## config.mk

```make
export PLATFORM = sky130hd
export DESIGN_NAME = coord_frame_parser_flat
export DESIGN_NICKNAME = d
export VERILOG_FILES = /design/src/rtl/coord_frame_if.sv /design/src/rtl/coord_frame_parser.sv /design/src/flat_wrapper.sv
export SDC_FILE = /design/constraint.sdc
export NUM_CORES = 1
export LEC_CHECK = 0
export BUFFER_PORTS_ARGS = -buffer_cell sky130_fd_sc_hd__buf_4
export CAP_MARGIN = 25
export CORE_AREA = 4 4 143 145
export CTS_CLUSTER_SIZE = 30
export DETAILED_ROUTE_END_ITERATION = 8
export DIE_AREA = 0 0 147 149
export PLACE_DENSITY = 0.67
export SYNTH_ARGS = -nofsm -noshare
export SYNTH_HDL_FRONTEND = slang
export SYNTH_SLANG_ARGS = --single-unit
```

## constraint.sdc

```tcl
create_clock -name clock -period 3.5 [get_ports clock]
set_input_delay 0.7 -clock clock [delete_from_list [all_inputs] [get_ports clock]]
set_output_delay 0.7 -clock clock [all_outputs]
set_load 0.05 [all_outputs]
```

## src/rtl/coord_frame_if.sv

```systemverilog
// Coordinate frame parser bus: byte stream in, committed coordinate set out.
// master = byte source / display consumer, slave = parser.
interface coord_frame_if;
  logic [7:0]  rx_data;
  logic        rx_valid;
  logic [15:0] x1, y1, z1, x2, y2, z2;
  logic        frame_valid;
  logic        frame_error;
  logic [7:0]  frame_cnt;

  modport master (
    output rx_data, rx_valid,
    input  x1, y1, z1, x2, y2, z2, frame_valid, frame_error, frame_cnt
  );

  modport slave (
    input  rx_data, rx_valid,
    output x1, y1, z1, x2, y2, z2, frame_valid, frame_error, frame_cnt
  );
endinterface

```

## src/rtl/coord_frame_parser.sv

```systemverilog
// Coordinate frame parser: SYNC_BYTE followed by 12 big-endian bytes
// (x1,y1,z1,x2,y2,z2), committed atomically to registered outputs.
// Optional trailing 8-bit modulo checksum byte: macro COORD_FRAME_CHECKSUM_EN.
module coord_frame_parser #(
  parameter logic [7:0] SYNC_BYTE      = 8'hA5,
  parameter int         TIMEOUT_CYCLES = 50000
) (
  input logic          clock,
  input logic          reset,
  coord_frame_if.slave bus
);

  localparam int TW = (TIMEOUT_CYCLES > 1) ? $clog2(TIMEOUT_CYCLES) : 1;
  localparam logic [TW-1:0] TMO_LAST = TW'(TIMEOUT_CYCLES - 1);

  typedef enum logic [1:0] {
    IDLE,
    DATA
`ifdef COORD_FRAME_CHECKSUM_EN
    , CHK
`endif
  } state_t;

  state_t            r_state;
  logic [3:0]        r_idx;
  logic [TW-1:0]     r_tmo;
  logic [11:0][7:0]  r_shadow;
  logic [5:0][15:0]  r_coord;
  logic              r_frame_valid;
  logic              r_frame_error;
  logic [7:0]        r_frame_cnt;
`ifdef COORD_FRAME_CHECKSUM_EN
  logic [7:0]        r_sum;
`endif

  logic [11:0][7:0]  w_buf;
  logic              w_tmo_hit;
  logic              w_commit;
  logic              w_error;

  // Shadow contents including the byte being sampled now, so a commit on the
  // final byte can load the outputs in the same edge.
  always_comb begin
    w_buf     = r_shadow;
    if (r_state == DATA && bus.rx_valid) w_buf[r_idx] = bus.rx_data;
    w_tmo_hit = (r_state != IDLE) && !bus.rx_valid && (r_tmo == TMO_LAST);
`ifdef COORD_FRAME_CHECKSUM_EN
    w_commit  = (r_state == CHK) && bus.rx_valid && (bus.rx_data == r_sum);
    w_error   = w_tmo_hit || ((r_state == CHK) && bus.rx_valid && (bus.rx_data != r_sum));
`else
    w_commit  = (r_state == DATA) && bus.rx_valid && (r_idx == 4'd11);
    w_error   = w_tmo_hit;
`endif
  end

  // Frame FSM, shadow capture, timeout and registered outputs.
  always_ff @(posedge clock) begin
    if (!reset) begin
      r_state       <= IDLE;
      r_idx         <= '0;
      r_tmo         <= '0;
      r_shadow      <= '0;
      r_coord       <= '0;
      r_frame_valid <= 1'b0;
      r_frame_error <= 1'b0;
      r_frame_cnt   <= '0;
`ifdef COORD_FRAME_CHECKSUM_EN
      r_sum         <= '0;
`endif
    end else begin
      r_frame_valid <= w_commit;
      r_frame_error <= w_error;
      r_shadow      <= w_buf;
      // Idle cycles are only counted inside a frame; any accepted byte restarts it.
      r_tmo         <= (r_state == IDLE || bus.rx_valid || w_tmo_hit) ? '0 : r_tmo + TW'(1);
      if (w_commit) begin
        for (int i = 0; i < 6; i++) r_coord[i] <= {w_buf[2*i], w_buf[2*i+1]};
        r_frame_cnt <= r_frame_cnt + 8'd1;
      end
      case (r_state)
        IDLE: begin
          r_idx <= '0;
`ifdef COORD_FRAME_CHECKSUM_EN
          r_sum <= '0;
`endif
          if (bus.rx_valid && bus.rx_data == SYNC_BYTE) r_state <= DATA;
        end
        DATA: begin
          if (w_tmo_hit) begin
            r_state <= IDLE;
          end else if (bus.rx_valid) begin
            r_idx <= r_idx + 4'd1;
`ifdef COORD_FRAME_CHECKSUM_EN
            r_sum <= r_sum + bus.rx_data;
            if (r_idx == 4'd11) r_state <= CHK;
`else
            if (r_idx == 4'd11) r_state <= IDLE;
`endif
          end
        end
`ifdef COORD_FRAME_CHECKSUM_EN
        CHK: begin
          if (w_tmo_hit || bus.rx_valid) r_state <= IDLE;
        end
`endif
        default: r_state <= IDLE;
      endcase
    end
  end

  assign bus.x1          = r_coord[0];
  assign bus.y1          = r_coord[1];
  assign bus.z1          = r_coord[2];
  assign bus.x2          = r_coord[3];
  assign bus.y2          = r_coord[4];
  assign bus.z2          = r_coord[5];
  assign bus.frame_valid = r_frame_valid;
  assign bus.frame_error = r_frame_error;
  assign bus.frame_cnt   = r_frame_cnt;

endmodule
```

## src/flat_wrapper.sv

```systemverilog
// flat-port wrapper written by rule: the top's interface ports become plain ports
module coord_frame_parser_flat 
#(
  parameter logic [7:0] SYNC_BYTE      = 8'hA5,
  parameter int         TIMEOUT_CYCLES = 50000
)
  (clock, reset, bus_rx_data, bus_rx_valid, bus_x1, bus_y1, bus_z1, bus_x2, bus_y2, bus_z2, bus_frame_valid, bus_frame_error, bus_frame_cnt);
  coord_frame_if bus_i ();
  input logic clock;
  input logic reset;
  input wire logic [$bits(bus_i.rx_data)-1:0] bus_rx_data;
  input wire logic [$bits(bus_i.rx_valid)-1:0] bus_rx_valid;
  output wire logic [$bits(bus_i.x1)-1:0] bus_x1;
  output wire logic [$bits(bus_i.y1)-1:0] bus_y1;
  output wire logic [$bits(bus_i.z1)-1:0] bus_z1;
  output wire logic [$bits(bus_i.x2)-1:0] bus_x2;
  output wire logic [$bits(bus_i.y2)-1:0] bus_y2;
  output wire logic [$bits(bus_i.z2)-1:0] bus_z2;
  output wire logic [$bits(bus_i.frame_valid)-1:0] bus_frame_valid;
  output wire logic [$bits(bus_i.frame_error)-1:0] bus_frame_error;
  output wire logic [$bits(bus_i.frame_cnt)-1:0] bus_frame_cnt;
  assign bus_i.rx_data = bus_rx_data;
  assign bus_i.rx_valid = bus_rx_valid;
  assign bus_x1 = bus_i.x1;
  assign bus_y1 = bus_i.y1;
  assign bus_z1 = bus_i.z1;
  assign bus_x2 = bus_i.x2;
  assign bus_y2 = bus_i.y2;
  assign bus_z2 = bus_i.z2;
  assign bus_frame_valid = bus_i.frame_valid;
  assign bus_frame_error = bus_i.frame_error;
  assign bus_frame_cnt = bus_i.frame_cnt;
  coord_frame_parser #(.SYNC_BYTE(SYNC_BYTE), .TIMEOUT_CYCLES(TIMEOUT_CYCLES)) u_core (.clock(clock), .reset(reset), .bus(bus_i));
endmodule
```

==> impl_metrics.ini, run 1 <==
[min_path]
worstHoldEndpoint = u_core.bus.x2[4]
worstHoldPathCells = 2
holdCritStartpoint = u_core.r_shadow[60]
worstHoldPathType = reg2reg

[worst_setup_path]
critical_path_required_ps = 3890
timing.rr.start = u_core.r_idx[0]
reg2reg_depth = 5
cp_max_fo = 11
cp-start-kind = flop
r2r-end = u_core.r_shadow[24]
r2r_slack_ps = 1210
cp-end-kind = flop
critical_path_arrival_ps = 2680
criticalPathCategory = reg2reg

[drt]
first_pass_iters = 5
viasPerCell = 5.114
postRouteAntennaNets = 0
remaining_drc_errors = 0
wl_per_cell_um = 15.17
num_vias = 6530
drt-initial-drc-count = 379
drt-total-wl_um = 19370

[sta]
finalWorstPathRequiredPeriod_ps = 2291
slew_viol_final = 0
rsz0062_at_grt = false
hold_ws_ps = 452.0
period_share = 0.6545
worst_slew_pin_slew_ps = 1027
relSlewSlack = 0.3153
tns_ps = 0
hold_viol_final = 0
clock.fmax_ghz = 0.4365
fin_worst_skew_ps = 16.36
setup_viol = 0

[clock_tree]
post_cts_resize_count = 0
cts_sinks = 215
cts_setup_buffers = 0
htreeDepth = 1
clock_path_buffers = 3
cts_buffers = 23
clk_pin_slew_ps = 60
clk_latency_ps = 500
holdBufCountCts = 0
cts_root_buf = clkbuf_16
cts_tree = done

[die]
die-area_um2 = 21900
die_h_um = 149
rows = 51
fp.dieW_um = 147
io_pins = 117
core_um2 = 19210
initial_utilization = 0.4454

[synth]
syn_avg_cell_area_um2 = 9.298
synth-seq-cells = 215
ys_seq_area_frac = 0.5031
syn_inst = 920
synthTopCellsByCount = dfxtp_1 (215), nand2_1 (196), a21boi_0 (96), nand3_1 (62), mux2i_1 (57)
yosys.area.top_type = dfxtp_1
yosysMostFrequentCell = dfxtp_1
synth.area.top_cells = dfxtp_1 (50%), nand2_1 (8.6%), a21boi_0 (8.4%)
synth_area_um2 = 8554
ys_warn_count = 0
synthesis.nets = 937
synth_top_area_frac = 0.5031
synth_flop_cell = dfxtp_1
synthDistinctLibCells = 39
async_flop_share = 0
synth-edff-count = 0

[placed_design]
io_buffer_count = 116
place_congestion = 0.7556
dpl.hpwl_um = 12120
placedCellCount = 1235

[power]
power_frac_comb = 0.022
seqPwrFrac = 0.493
p_per_area_nw_per_um2 = 485.7
p_sw_mw = 1.008
p_leak_nw = 4.201
p_int_mw = 3.961
p_sw_frac = 0.2029
p_clk_frac = 0.486
ir_drop_uv = 384.0

[final_layout]
stdcell_count = 1277
nFillCells = 1817
syn_to_final_growth_pct = 19.58
n_antenna_cell = 0
layout.nets = 1013
ff_latch_area_um2 = 4304
final_layout_size_suffix_gt1_frac = 0.1680
multiInputGateArea_um2 = 3852
final_util = 0.5326

[global_routing]
grt_max_degree = 127
grt_usage = 0.1713
antenna_found_initial = 0
grt_overflow = 0
grt_pass1_vias = 5907
grt_first_pass_wirelength_um = 31440

[run]
drv_cap = 0

[run_status]
status = finished, final reports clean
==> worst max-delay path by stage <==
stage / end / slack, ps / from / cells past startpoint
floorplan: u_core.bus.frame_cnt[0] / 1840 / bus_rx_valid / 6
global placement: u_core.bus.frame_cnt[0] / 1190 / u_core.r_idx[0] / 5
detailed placement: u_core.r_shadow[17] / 1160 / bus_rx_valid / 5
CTS: u_core.bus.frame_cnt[0] / 1140 / u_core.r_idx[0] / 5
global route: u_core.r_shadow[24] / 1000 / u_core.r_idx[1] / 5
finish: u_core.r_shadow[24] / 1210 / u_core.r_idx[0] / 5
==> cell usage in the layout (no fill, tap or decap), types with 4 or more instances in the layout <==
cell type  count
dfxtp_1      215
nand2_1      196
buf_4        125
a21boi_0      96
nand3_1       62
mux2i_1       57
nor2b_1       32
a21oi_1       26
o21ai_0       25
o211a_1       24
clkbuf_16     23
xor2_1        17
nor2_1        17
nand4_1       11
a21boi_1       9
and2_1         9
clkbuf_1       8
ha_1           6
nor3_1         5
xnor2_1        4
clkinv_2       4
==> kinds of logic after synthesis <==
kind of cell,after synthesis,share of synthesized area
and+or+nand+nor,359,0.1991
adders and majority gates,6,0.008776
DFF,215,0.5031
AOI/OAI and AO/OA,183,0.1528
buffers and inverters,79,0.04798
xor gates and xnor gates,21,0.02150
muxes,57,0.06670
==> power by group through the flow <==
| stage | Combinational, mW | Sequential (mW) | Clock [mW] |
|---|---|---|---|
| floorplan | 0.0625 | 2.50 | 0 |
| global placement | 0.107 | 2.50 | 0 |
| detailed placement | 0.107 | 2.50 | 0 |
| CTS | 0.108 | 2.45 | 2.47 |
| global route | 0.113 | 2.45 | 2.56 |
| finish | 0.107 | 2.45 | 2.41 |
==> critical path, stage by stage (launching register included) <==
cell,delay [ps]
dfxtp_1,440
ha_1,450
nand3b_4,220
nor3b_2,750
mux2i_1,260
nor2b_1,60
==> state kept, by name, indices dropped and copies added, names as in the netlist, 16 cells and up <==
| register | cells |
|---|---|
| u_core.bus.x1 | 16 |
| u_core.bus.x2 | 16 |
| u_core.bus.y1 | 16 |
| u_core.bus.y2 | 16 |
| u_core.bus.z1 | 16 |
| u_core.bus.z2 | 16 |
| u_core.r_shadow | 88 |
| u_core.r_tmo | 16 |
==> per-stage QoR <==
step / worst slack, ps / cell area, um^2 / total power [mW]
2_1_floorplan: 1844 / 8554 / 2.564
3_3_place_gp: 1191 / 9458 / 2.609
3_5_place_dp: 1163 / 9458 / 2.609
4_1_cts: 1138 / 10210 / 5.024
5_1_grt: 1005 / 10230 / 5.121
6_report: 1209 / 10230 / 4.969
==> metal layers <==
layer | global-route usage | part of all wire | up-vias
li1 | - | - | 3281
met1 | 0.2409 | 0.46 | 3086
met2 | 0.2800 | 0.47 | 140
met3 | 0.03251 | 0.054 | 23
met4 | 0.03075 | 0.014 | 0
met5 | 0 | 0 | -
==> layout make-up <==
| class | instances | share of cell area |
|---|---|---|
| flip-flops and latches | 215 | 0.4207 |
| well taps | 265 | 0.03241 |
| multi-input cells | 626 | 0.3766 |
| repair buffers | 127 | 0.09565 |
| inverters | 3 | 0.001101 |
| clock inverters | 8 | 0.01162 |
| clock buffers | 33 | 0.06189 |
Note: power is estimated with default switching activity, not from simulation.
==> run 2: changes to the inputs <==
--- a/config.mk
+++ b/config.mk
@@ -11,7 +11,7 @@
 export CTS_CLUSTER_SIZE = 30
 export DETAILED_ROUTE_END_ITERATION = 8
 export DIE_AREA = 0 0 147 149
-export PLACE_DENSITY = 0.67
+export PLACE_DENSITY = 0.7
 export SYNTH_ARGS = -nofsm -noshare
 export SYNTH_HDL_FRONTEND = slang
 export SYNTH_SLANG_ARGS = --single-unit
==> constraint.sdc (replaced) <==
create_clock -name clock -period 2.1 [get_ports clock]
set_input_delay 0.42 -clock clock [delete_from_list [all_inputs] [get_ports clock]]
set_output_delay 0.42 -clock clock [all_outputs]
set_load 0.05 [all_outputs]
==> run 2 against run 1 <==
  * Sequential share of layout area fell by 0.59 points
  * Routed wire length rose by 0.44%
  * Critical endpoint is now u_core.bus.y1[12]
  * Via count fell by 0.78%
==> impl_metrics.ini, run 2 (same netlist as run 1, synthesis figures left out) <==
[run_status]
status = finished, final reports clean

[worst_setup_path]
criticalPathCategory = reg2reg
critical_path_arrival_ps = 2210
path_buf_inv = 1
critical_path_required_ps = 2470
worstPathCellList = ha_1, nand3b_4, or2_2, buf_4, nand2_1, a21boi_0
cp-end-kind = flop
cp_max_fo = 48
worst_path_dominant_cell_family = simple AND/OR/NAND/NOR gates
cp_slowest_cell = dfxtp_1
cp_slowest_stage_delay_ps = 410
cp-start-kind = flop

[final_layout]
syn_to_final_growth_pct = 21.30
layout.nets = 1019
n_antenna_cell = 0
final_util = 0.5402
final_common_cell = dfxtp_1
stdcell_count = 1283
top_register = u_core.r_shadow
final_layout_size_suffix_gt1_frac = 0.1768
largest_reg_flops = 88
layout_common_cells = dfxtp_1 (215), nand2_1 (196), buf_4 (126), a21boi_0 (96), nand3_1 (62)

[drt]
postRouteAntennaNets = 0
drt-total-wl_um = 19450
wl_per_cell_um = 15.16
first_pass_iters = 4
remaining_drc_errors = 0
viasPerCell = 5.050
drt-initial-drc-count = 380
num_vias = 6479

[die]
rows = 51
die_h_um = 149
io_pins = 117
die-area_um2 = 21900
initial_utilization = 0.4454
core_um2 = 19210
fp.dieW_um = 147

[placed_design]
placedCellCount = 1242
io_buffer_count = 116
place_congestion = 0.7667
place_ws_ps = 278.9
dpl.hpwl_um = 11930

[clock_tree]
holdBufCountCts = 0
cts_setup_buffers = 0
cts_buffers = 23
clk_latency_ps = 490
cts_tree = done
clock_path_buffers = 3
cts_sinks = 215
post_cts_resize_count = 0
htreeDepth = 1
cts_root_buf = clkbuf_16
clk_pin_slew_ps = 60

[global_routing]
grt_first_pass_wirelength_um = 31920
antenna_found_initial = 0
grt_usage = 0.1734
grt_pass1_vias = 6134
grt_max_degree = 98
grt_overflow = 0

[sta]
finalWorstPathRequiredPeriod_ps = 1838
rsz0062_at_grt = false
hold_viol_final = 0
fin_worst_skew_ps = 5.589
clock.fmax_ghz = 0.5442
period_share = 0.8750
relSlewSlack = 0.6467
worst_slew_pin_slew_ps = 530.0
setup_viol = 0
slew_viol_final = 0
tns_ps = 0
hold_ws_ps = 260.0
setup_slack_ps = 262.5

[power]
p_leak_nw = 4.266
p_per_area_nw_per_um2 = 811.9
ir_drop_uv = 496.1

[run]
drv_cap = 0

[min_path]
worstHoldPathType = in2reg
[run 2: cell count changes in the layout (fill, tap and decap cells not counted), sizes merged]
cell      delta
clkinvlp     +1
inv          -1
buf          +6
[run 2: power breakdown]
part           total [mW]  internal (mW)  switching [mW]
registers            4.08           4.08        0.000478
logic               0.181         0.0623           0.119
clock network        4.16           2.59            1.58
[run 2: metal layers]
metal  vias to the layer above  share of wire  GRT usage
li1                       3296              -          -
met1                      3033           0.48     0.2429
met2                       125           0.46     0.2826
met3                        25          0.044    0.02887
met4                         0          0.015    0.04101
met5                         -              0          0
[run 2: final timing paths]
check	startpoint	endpoint	slack, ps	cells past startpoint
min	bus_rx_valid	u_core.bus.frame_error	260	2
max reg2reg	u_core.r_idx[0]	u_core.bus.y1[12]	260	6
max	u_core.r_idx[0]	u_core.bus.y1[12]	260	6
min reg2reg	u_core.r_shadow[59]	u_core.bus.x2[3]	450	2
[run 2: area by class of cell]
type / count / area (um^2)
Inverter: 3 / 11.26
Clock inverter: 8 / 117.6
Clock buffer: 33 / 673.1
Fill cell: 1814 / 8831
Timing Repair Buffer: 133 / 1086
Tap cell: 265 / 331.6
Sequential cell: 215 / 4304
Multi-Input combinational cell: 626 / 3852
[run 2: stage by stage]
stage | area [um^2] | total power [mW]
2_1_floorplan | 8554 | 4.273
3_3_place_gp | 9585 | 4.351
3_5_place_dp | 9585 | 4.350
4_1_cts | 10380 | 8.512
5_1_grt | 10380 | 8.703
6_report | 10380 | 8.425
